[config.mk]
export PLATFORM = sky130hd
export DESIGN_NAME = dice_ctrl
export DESIGN_NICKNAME = d
export VERILOG_FILES = /design/src/rtl/dice_pkg.sv /design/src/rtl/dice_debounce.sv /design/src/rtl/dice_ctrl.sv
export SDC_FILE = /design/constraint.sdc
export NUM_CORES = 1
export LEC_CHECK = 0
export ABC_AREA = 1
export BUFFER_PORTS_ARGS = -buffer_cell sky130_fd_sc_hd__buf_2
export CAP_MARGIN = 20
export CELL_PAD_IN_SITES_DETAIL_PLACEMENT = 1
export CELL_PAD_IN_SITES_GLOBAL_PLACEMENT = 2
export CORE_MARGIN = 5
export CORE_UTILIZATION = 25
export CTS_CLUSTER_SIZE = 8
export DETAILED_ROUTE_END_ITERATION = 8
export GPL_TIMING_DRIVEN = 0
export HOLD_SLACK_MARGIN = 0.1
export PLACE_DENSITY_LB_ADDON = 0.12
export SLEW_MARGIN = 0
export SYNTH_ARGS = -nofsm -noshare
export SYNTH_HDL_FRONTEND = slang
export SYNTH_HIERARCHICAL = 1
export SYNTH_SLANG_ARGS = --single-unit
[constraint.sdc]
create_clock -name clk -period 1.5 [get_ports clk]
set_input_delay 0.3 -clock clk [delete_from_list [all_inputs] [get_ports clk]]
set_output_delay 0.3 -clock clk [all_outputs]
set_load 0.01 [all_outputs]
[src/rtl/dice_pkg.sv]
// Shared definitions for the dice controller: FSM encoding, legal face range
// and the seven-segment pip patterns (bit order TL,TR,ML,C,MR,BL,BR = 0..6).
package dice_pkg;

    typedef enum logic [2:0] {
        IDLE   = 3'd0,
        ROLL   = 3'd1,
        DECEL  = 3'd2,
        SETTLE = 3'd3,
        HOLD   = 3'd4
    } state_t;

    localparam logic [2:0] FACE_MIN = 3'd1;
    localparam logic [2:0] FACE_MAX = 3'd6;

    localparam logic [6:0] PIPS_1 = 7'b0001000;
    localparam logic [6:0] PIPS_2 = 7'b1000001;
    localparam logic [6:0] PIPS_3 = 7'b1001001;
    localparam logic [6:0] PIPS_4 = 7'b1100011;
    localparam logic [6:0] PIPS_5 = 7'b1101011;
    localparam logic [6:0] PIPS_6 = 7'b1110111;

    // Illegal faces (0, 7) show a blank display.
    function automatic logic [6:0] pips_of(input logic [2:0] f);
        case (f)
            3'd1:    return PIPS_1;
            3'd2:    return PIPS_2;
            3'd3:    return PIPS_3;
            3'd4:    return PIPS_4;
            3'd5:    return PIPS_5;
            3'd6:    return PIPS_6;
            default: return 7'b0000000;
        endcase
    endfunction

endpackage

[src/rtl/dice_debounce.sv]
// Button conditioner: 2-flop synchronizer, stable-sample counter and a
// one-cycle pulse on each rising edge of the debounced level.
module dice_debounce #(
    parameter int DEB_CYC = 4
) (
    input  logic clk,
    input  logic res,
    input  logic din,
    output logic level,
    output logic rise
);

    localparam int CW = (DEB_CYC < 2) ? 1 : $clog2(DEB_CYC);

    logic [1:0]    sync_reg;
    logic [CW-1:0] cnt_reg;
    logic          level_reg;
    logic          rise_reg;

    always_ff @(posedge clk or negedge res) begin
        if (!res) begin
            sync_reg  <= '0;
            cnt_reg   <= '0;
            level_reg <= 1'b0;
            rise_reg  <= 1'b0;
        end else begin
            sync_reg <= {sync_reg[0], din};
            rise_reg <= 1'b0;
            // Any sample that agrees with the current level restarts the count.
            if (sync_reg[1] == level_reg) begin
                cnt_reg <= '0;
            end else if (cnt_reg == CW'(DEB_CYC - 1)) begin
                cnt_reg   <= '0;
                level_reg <= ~level_reg;
                rise_reg  <= ~level_reg;
            end else begin
                cnt_reg <= cnt_reg + 1'b1;
            end
        end
    end

    assign level = level_reg;
    assign rise  = rise_reg;

endmodule

[src/rtl/dice_ctrl.sv]
// Dice roll controller: drives the counter enable while the button is held,
// then a decelerating pulse train, and presents the settled face on valid/ack.
// Optional pip decode is enabled with DICE_CTRL_PIPS_EN.
module dice_ctrl
    import dice_pkg::*;
#(
    parameter int DEB_CYC    = 4,
    parameter int SLOW_STEPS = 3
) (
    input  logic       clk,
    input  logic       res,
    input  logic       btn,
    input  logic [2:0] face,
    input  logic       ack,
    output logic       s,
    output logic       busy,
    output logic       valid,
    output logic [2:0] result,
    output logic       err,
    output logic [6:0] pips
);

    localparam int GW = SLOW_STEPS + 1;
    localparam int SW = (SLOW_STEPS < 2) ? 1 : $clog2(SLOW_STEPS);

    logic level;
    logic press;

    dice_debounce #(.DEB_CYC(DEB_CYC)) u_debounce (
        .clk   (clk),
        .res   (res),
        .din   (btn),
        .level (level),
        .rise  (press)
    );

    state_t        state_reg, state_next;
    logic [GW-1:0] gap_reg, gap_next;
    logic [GW-1:0] wait_reg, wait_next;
    logic [SW-1:0] step_reg, step_next;
    logic          capture;
    logic          release_result;

    logic          valid_reg;
    logic [2:0]    result_reg;
    logic          err_reg;

    always_ff @(posedge clk or negedge res) begin
        if (!res) begin
            state_reg <= IDLE;
            gap_reg   <= '0;
            wait_reg  <= '0;
            step_reg  <= '0;
        end else begin
            state_reg <= state_next;
            gap_reg   <= gap_next;
            wait_reg  <= wait_next;
            step_reg  <= step_next;
        end
    end

    // In DECEL the enable pulses on the cycle the gap countdown reaches zero.
    assign s    = (state_reg == ROLL) || ((state_reg == DECEL) && (wait_reg == '0));
    assign busy = (state_reg != IDLE);

    always_comb begin
        state_next     = state_reg;
        gap_next       = gap_reg;
        wait_next      = wait_reg;
        step_next      = step_reg;
        capture        = 1'b0;
        release_result = 1'b0;
        case (state_reg)
            IDLE: begin
                if (press) state_next = ROLL;
            end
            ROLL: begin
                if (!level) begin
                    state_next = DECEL;
                    gap_next   = GW'(1);
                    wait_next  = GW'(1);
                    step_next  = '0;
                end
            end
            DECEL: begin
                if (wait_reg != '0) begin
                    wait_next = wait_reg - 1'b1;
                end else begin
                    step_next = step_reg + 1'b1;
                    gap_next  = gap_reg << 1;
                    wait_next = gap_reg << 1;
                    if (step_reg == SW'(SLOW_STEPS - 1)) state_next = SETTLE;
                end
            end
            SETTLE: begin
                capture    = 1'b1;
                state_next = HOLD;
            end
            HOLD: begin
                if (ack) begin
                    release_result = 1'b1;
                    state_next     = IDLE;
                end
            end
            default: state_next = IDLE;
        endcase
    end

    always_ff @(posedge clk or negedge res) begin
        if (!res) begin
            valid_reg  <= 1'b0;
            result_reg <= '0;
            err_reg    <= 1'b0;
        end else if (capture) begin
            valid_reg  <= 1'b1;
            result_reg <= face;
            err_reg    <= (face < FACE_MIN) || (face > FACE_MAX);
        end else if (release_result) begin
            valid_reg <= 1'b0;
        end
    end

    assign valid  = valid_reg;
    assign result = result_reg;
    assign err    = err_reg;

`ifdef DICE_CTRL_PIPS_EN
    logic [6:0] pips_reg;

    always_ff @(posedge clk or negedge res) begin
        if (!res) begin
            pips_reg <= '0;
        end else if (capture) begin
            pips_reg <= pips_of(face);
        end
    end

    assign pips = pips_reg;
`else
    assign pips = '0;
`endif

endmodule
---- Word-level counts from Yosys, hierarchy flattened ----
Index checks and enable logic that the tools add are counted.
Widths: inputs -> output; s select.
storage, ports and cells
  register bits after elaboration ......... 23
  latch bits .............................. 0
  bits in writable memories ............... 0
  memory bits (read-only) ................. 0
  bits of input ports ..................... 7
  output and inout port bits .............. 14
  word-level logic and storage cells ...... 66
  memories ................................ 0
operators by class
  $add $sub $neg .......................... 3
  multiply operators ...................... 0
  div/mod/pow operators ................... 0
  order comparisons ....................... 2
  equality and inequality tests ........... 12
  shifts and indexed selects .............. 0
  mux-type cells .......................... 23
  bitwise gates (word level) .............. 2
  reduce and logical (&&, ||, !) cells .... 13
operators with widths
  cell                 number
  $mux 3               6
  $pmux 3 s5           1
  $mux 2               4
  $mux 4               2
  $pmux 4 s2           1
  $mux 1               7
  $eq 3x2->1 const B   2
  $ne 2x2->1 const B   3
  $pmux 3 s2           1
  $reduce_and 5->1     1
  $add 2x1->2 const B  2
  $eq 2x2->1 const B   2
  $logic_not 4->1      1
  $ne 2x1->1 const B   2
  $pmux 2 s2           1
  $reduce_and 2->1     2
  $reduce_bool 2->1    2
  $reduce_bool 4->1    1
  $sub 4x1->4 const B  1
  $eq 3x1->1 const B   1
  $eq 3x3->1 const B   1
  $gt 3x3->1 const B   1
  $logic_not 3->1      1
  $lt 3x1->1 const B   1
  other kinds (6)      8

---- Depth between registers and ports, before layout ----
  depth after elaboration ................. 4
  depth in mapped cells ................... 9
  depth with buffers taken out ............ 9

---- Cells and area by module ----
Netlist, hierarchy kept.
by module, submodules not included
  module         instances  cells an instance  area an instance (µm²)  sequential area each (µm²)
  dice_ctrl      1          118                954.7                   425.4
  dice_debounce  1          19                 211.5                   150.1

---- Worst setup path before layout ----
No wires, ideal clock.
  kind .................................... register -> output
  from .................................... register wait_reg[0]
  to ...................................... output port s
  data arrival time ....................... 1,044 ps
  required time ........................... 1,200 ps
  setup slack ............................. 156 ps
  stages on the path, launching flop included .. 7
  path buffers ............................ 0
  cell sequence ........................... dfrtp_1 -> inv_1 -> ha_1 -> nand2_1 -> nor2_1 -> nand2_2 -> nand2_4
on the way
  cells in the longest elaborated chain, start to end .. 3
ends and longest elaborated chain
  element                   RTL line         text
  start: declaration        dice_ctrl.sv:39  logic [GW-1:0] wait_reg, wait_next;
  start signal: assignment  dice_ctrl.sv:57  wait_reg <= wait_next;
  $logic_not 4->1           dice_ctrl.sv:63  assign s = (state_reg == ROLL) || ((state_reg == DECEL) && (wait_reg == '0));
  $logic_and 1x1->1         dice_ctrl.sv:63
  $logic_or 1x1->1          dice_ctrl.sv:63
  end: declaration          dice_ctrl.sv:15  output logic s,
Every way passes these cells.

---- Final worst setup path ----
Ends and elaborated chain as after synthesis.

==> results.json <==
{
  "period_share": 1.06,
  "initial_core_util": 0.262,
  "die_h_um": 78.3,
  "clock-sinks": 23,
  "ys_types": 23,
  "synth-edff-count": 0,
  "synth_cells": 137,
  "failed_checks": "setup timing",
  "yosysMostFrequentCell": "nand2_1",
  "hold_violations": 0,
  "gp_congestion": 0.751,
  "cts_root_buffer": "clkbuf_8",
  "wl_per_cell_um": 12.0,
  "hpwl_um": 1940,
  "cp-start-kind": "flip-flop",
  "crit_path_end_kind": "output pin",
  "drt_first_pass_iters": 2,
  "ys_dominant_reg_cell": "dfrtp_1",
  "hold_depth": 1,
  "rsz0062_at_grt": "yes",
  "place_area_mm2": 0.00132,
  "grt-ovfl-total": 0,
  "synth-seq-cells": 23,
  "vias_per_cell": 4.27,
  "slew_headroom": 0.642,
  "pre_cts_slack_ns": -0.130,
  "max_slew.worst_pin.slew_ns": 0.537,
  "holdCritPathClass": "primary input to flip-flop",
  "design.die.area_mm2": 0.00613,
  "setup-violations-final": 1,
  "grt_max_degree": 24,
  "cts_tree": "done",
  "yosysWarnings": 6,
  "cts_buffers": 3,
  "cts.htree.levels": 1,
  "yosysTopAreaCellShare": 0.494,
  "slew_violations": 0,
  "antenna_left": 0,
  "core_mm2": 0.00444,
  "worstPathArrival_ns": 1.30,
  "path_max_fanout": 2,
  "path_class": "flip-flop to output pin",
  "cp.required_ns": 1.20,
  "area.growth.synth_to_final_pct": 28.8,
  "worst_skew_pair.late_latency_ns": 0.27,
  "diodes": 0,
  "max_freq_ghz": 0.627,
  "drv_cap": 0,
  "grt_usage": 0.0966,
  "drive_above_1_share": 0.329,
  "fin_ws_ns": -0.0951,
  "vias": 960,
  "final_nets": 185,
  "clk_path_buf_depth": 2,
  "drc": 0,
  "period_needed_ns": 1.60,
  "ir_drop_uv": 730,
  "io_pins": 21,
  "antenna_found_initial": 0,
  "rows": 24,
  "post-route-cell-area_mm2": 0.00150,
  "reg2regPathDepth": 8,
  "powerDensity_mw_per_mm2": 1980,
  "fin_cells": 225,
  "drt_iter0_markers": 20,
  "ys_seq_area_frac": 0.494,
  "synthTopCellsByCount": "nand2_1 (40), dfrtp_1 (23), nor2_1 (14), inv_1 (12)",
  "largest_register_ffs": 4,
  "post-synth-top-area-cell": "dfrtp_1",
  "syn_area_mm2": 0.00117,
  "cts.clk_slew.worst_paths_ns": 0.08,
  "p_leak_nw": 0.819,
  "async_reset_ff_frac": 1.00,
  "clock_skew_ns": 0.00253,
  "outcome": "finished with violations",
  "port_buffers": 13,
  "die_w_um": 78.3,
  "grt_pass1_wl_um": 4720,
  "synth.area.top_cells": "dfrtp_1 (49%), nand2_1 (13%), buf_4 (4.5%)",
  "syn_avg_cell_area_um2": 8.51,
  "dp_cells": 208,
  "grt_pass1_vias": 1065,
  "drt-total-wl_um": 2690
}
[worst paths after layout]
kind                                              from                     end  slack [ns]
max in group asynchronous                          res            state_reg[0]        0.57
worst min register to register  u_debounce/sync_reg[0]  u_debounce/sync_reg[1]        0.36
worst max-delay path                       wait_reg[0]                       s        -0.1
min in group asynchronous                          res             step_reg[0]        0.54
worst max register to register             wait_reg[0]             wait_reg[2]        0.08
worst min-delay path                               btn  u_debounce/sync_reg[0]        0.13
[cell usage in the layout (no fill, tap or decap), types with 3 or more instances in the layout]
cell type  instances
nand3_1            7
dfrtp_1           22
o21ai_1            3
clkbuf_8           3
a21oi_1            3
conb_1             7
nor2_1            12
buf_2             12
nand2_1           39
inv_2              7
ha_1               3
nand2_4            4
inv_1             10
buf_4             19
[what timing repair did]
action                     4_1_cts  5_1_grt
pin swaps                        6        4
hold buffers                     1        0
resized for setup               10        1
setup endpoints to repair        6        2
setup buffers                    9        3
hold endpoints to repair        23        0
[cell families (layout without fill, tap and decap cells)]
kind of cell	count (synthesis)	count (layout)	synth area share
adders and majority gates	4	4	0.0429
buffers and inverters	24	54	0.0998
xor gates and xnor gates	1	1	0.00751
AOI/OAI and AO/OA	10	10	0.0493
other	1	7	0.00322
and+or+nand+nor	74	74	0.304
DFF	23	23	0.494
[routing by layer]
layer,GRT usage,vias to the layer above,wire [um]
met4,0.0455,0,47
li1,-,479,-
met3,0.0240,6,135
met5,0,-,0
met1,0.124,453,1340
met2,0.153,22,1170
[report_power, final]
| part | switching, mW | leakage, nW | internal (mW) |
|---|---|---|---|
| sequential | 0.188 | 0.289 | 0.862 |
| combinational | 0.856 | 0.508 | 0.672 |
| clock | 0.207 | 0.0228 | 0.190 |
[cell type report]
type / count / area, um^2
inverter: 17 / 63.8
tap: 52 / 65.1
timing repair buffer: 26 / 171
sequential: 23 / 577
multi-input combinational: 96 / 527
fill: 549 / 2940
clock buffer: 4 / 45.0
buffer: 7 / 52.6
[worst max-delay path: stages (launching register included)]
cell and delay (ns):
dfrtp_1 0.40, inv_2 0.09, ha_4 0.15, nand2_4 0.05
nor2_4 0.09, nand2_2 0.08, nand2_4 0.06, buf_6 0.10
[stage by stage]
step | TNS [ns] | power (mW) | hold WS [ns] | utilization
floorplan | 0 | 1.91 | 0.00441 | -
global placement | -0.119 | 2.22 | 0.306 | 0.297
detailed placement | -0.130 | 2.28 | 0.327 | 0.297
CTS | -0.114 | 2.96 | 0.123 | 0.332
global route | -0.223 | 3.26 | 0.116 | 0.338
finish | -0.0951 | 2.98 | 0.130 | 0.338
Power figures use the tool's default switching activity.
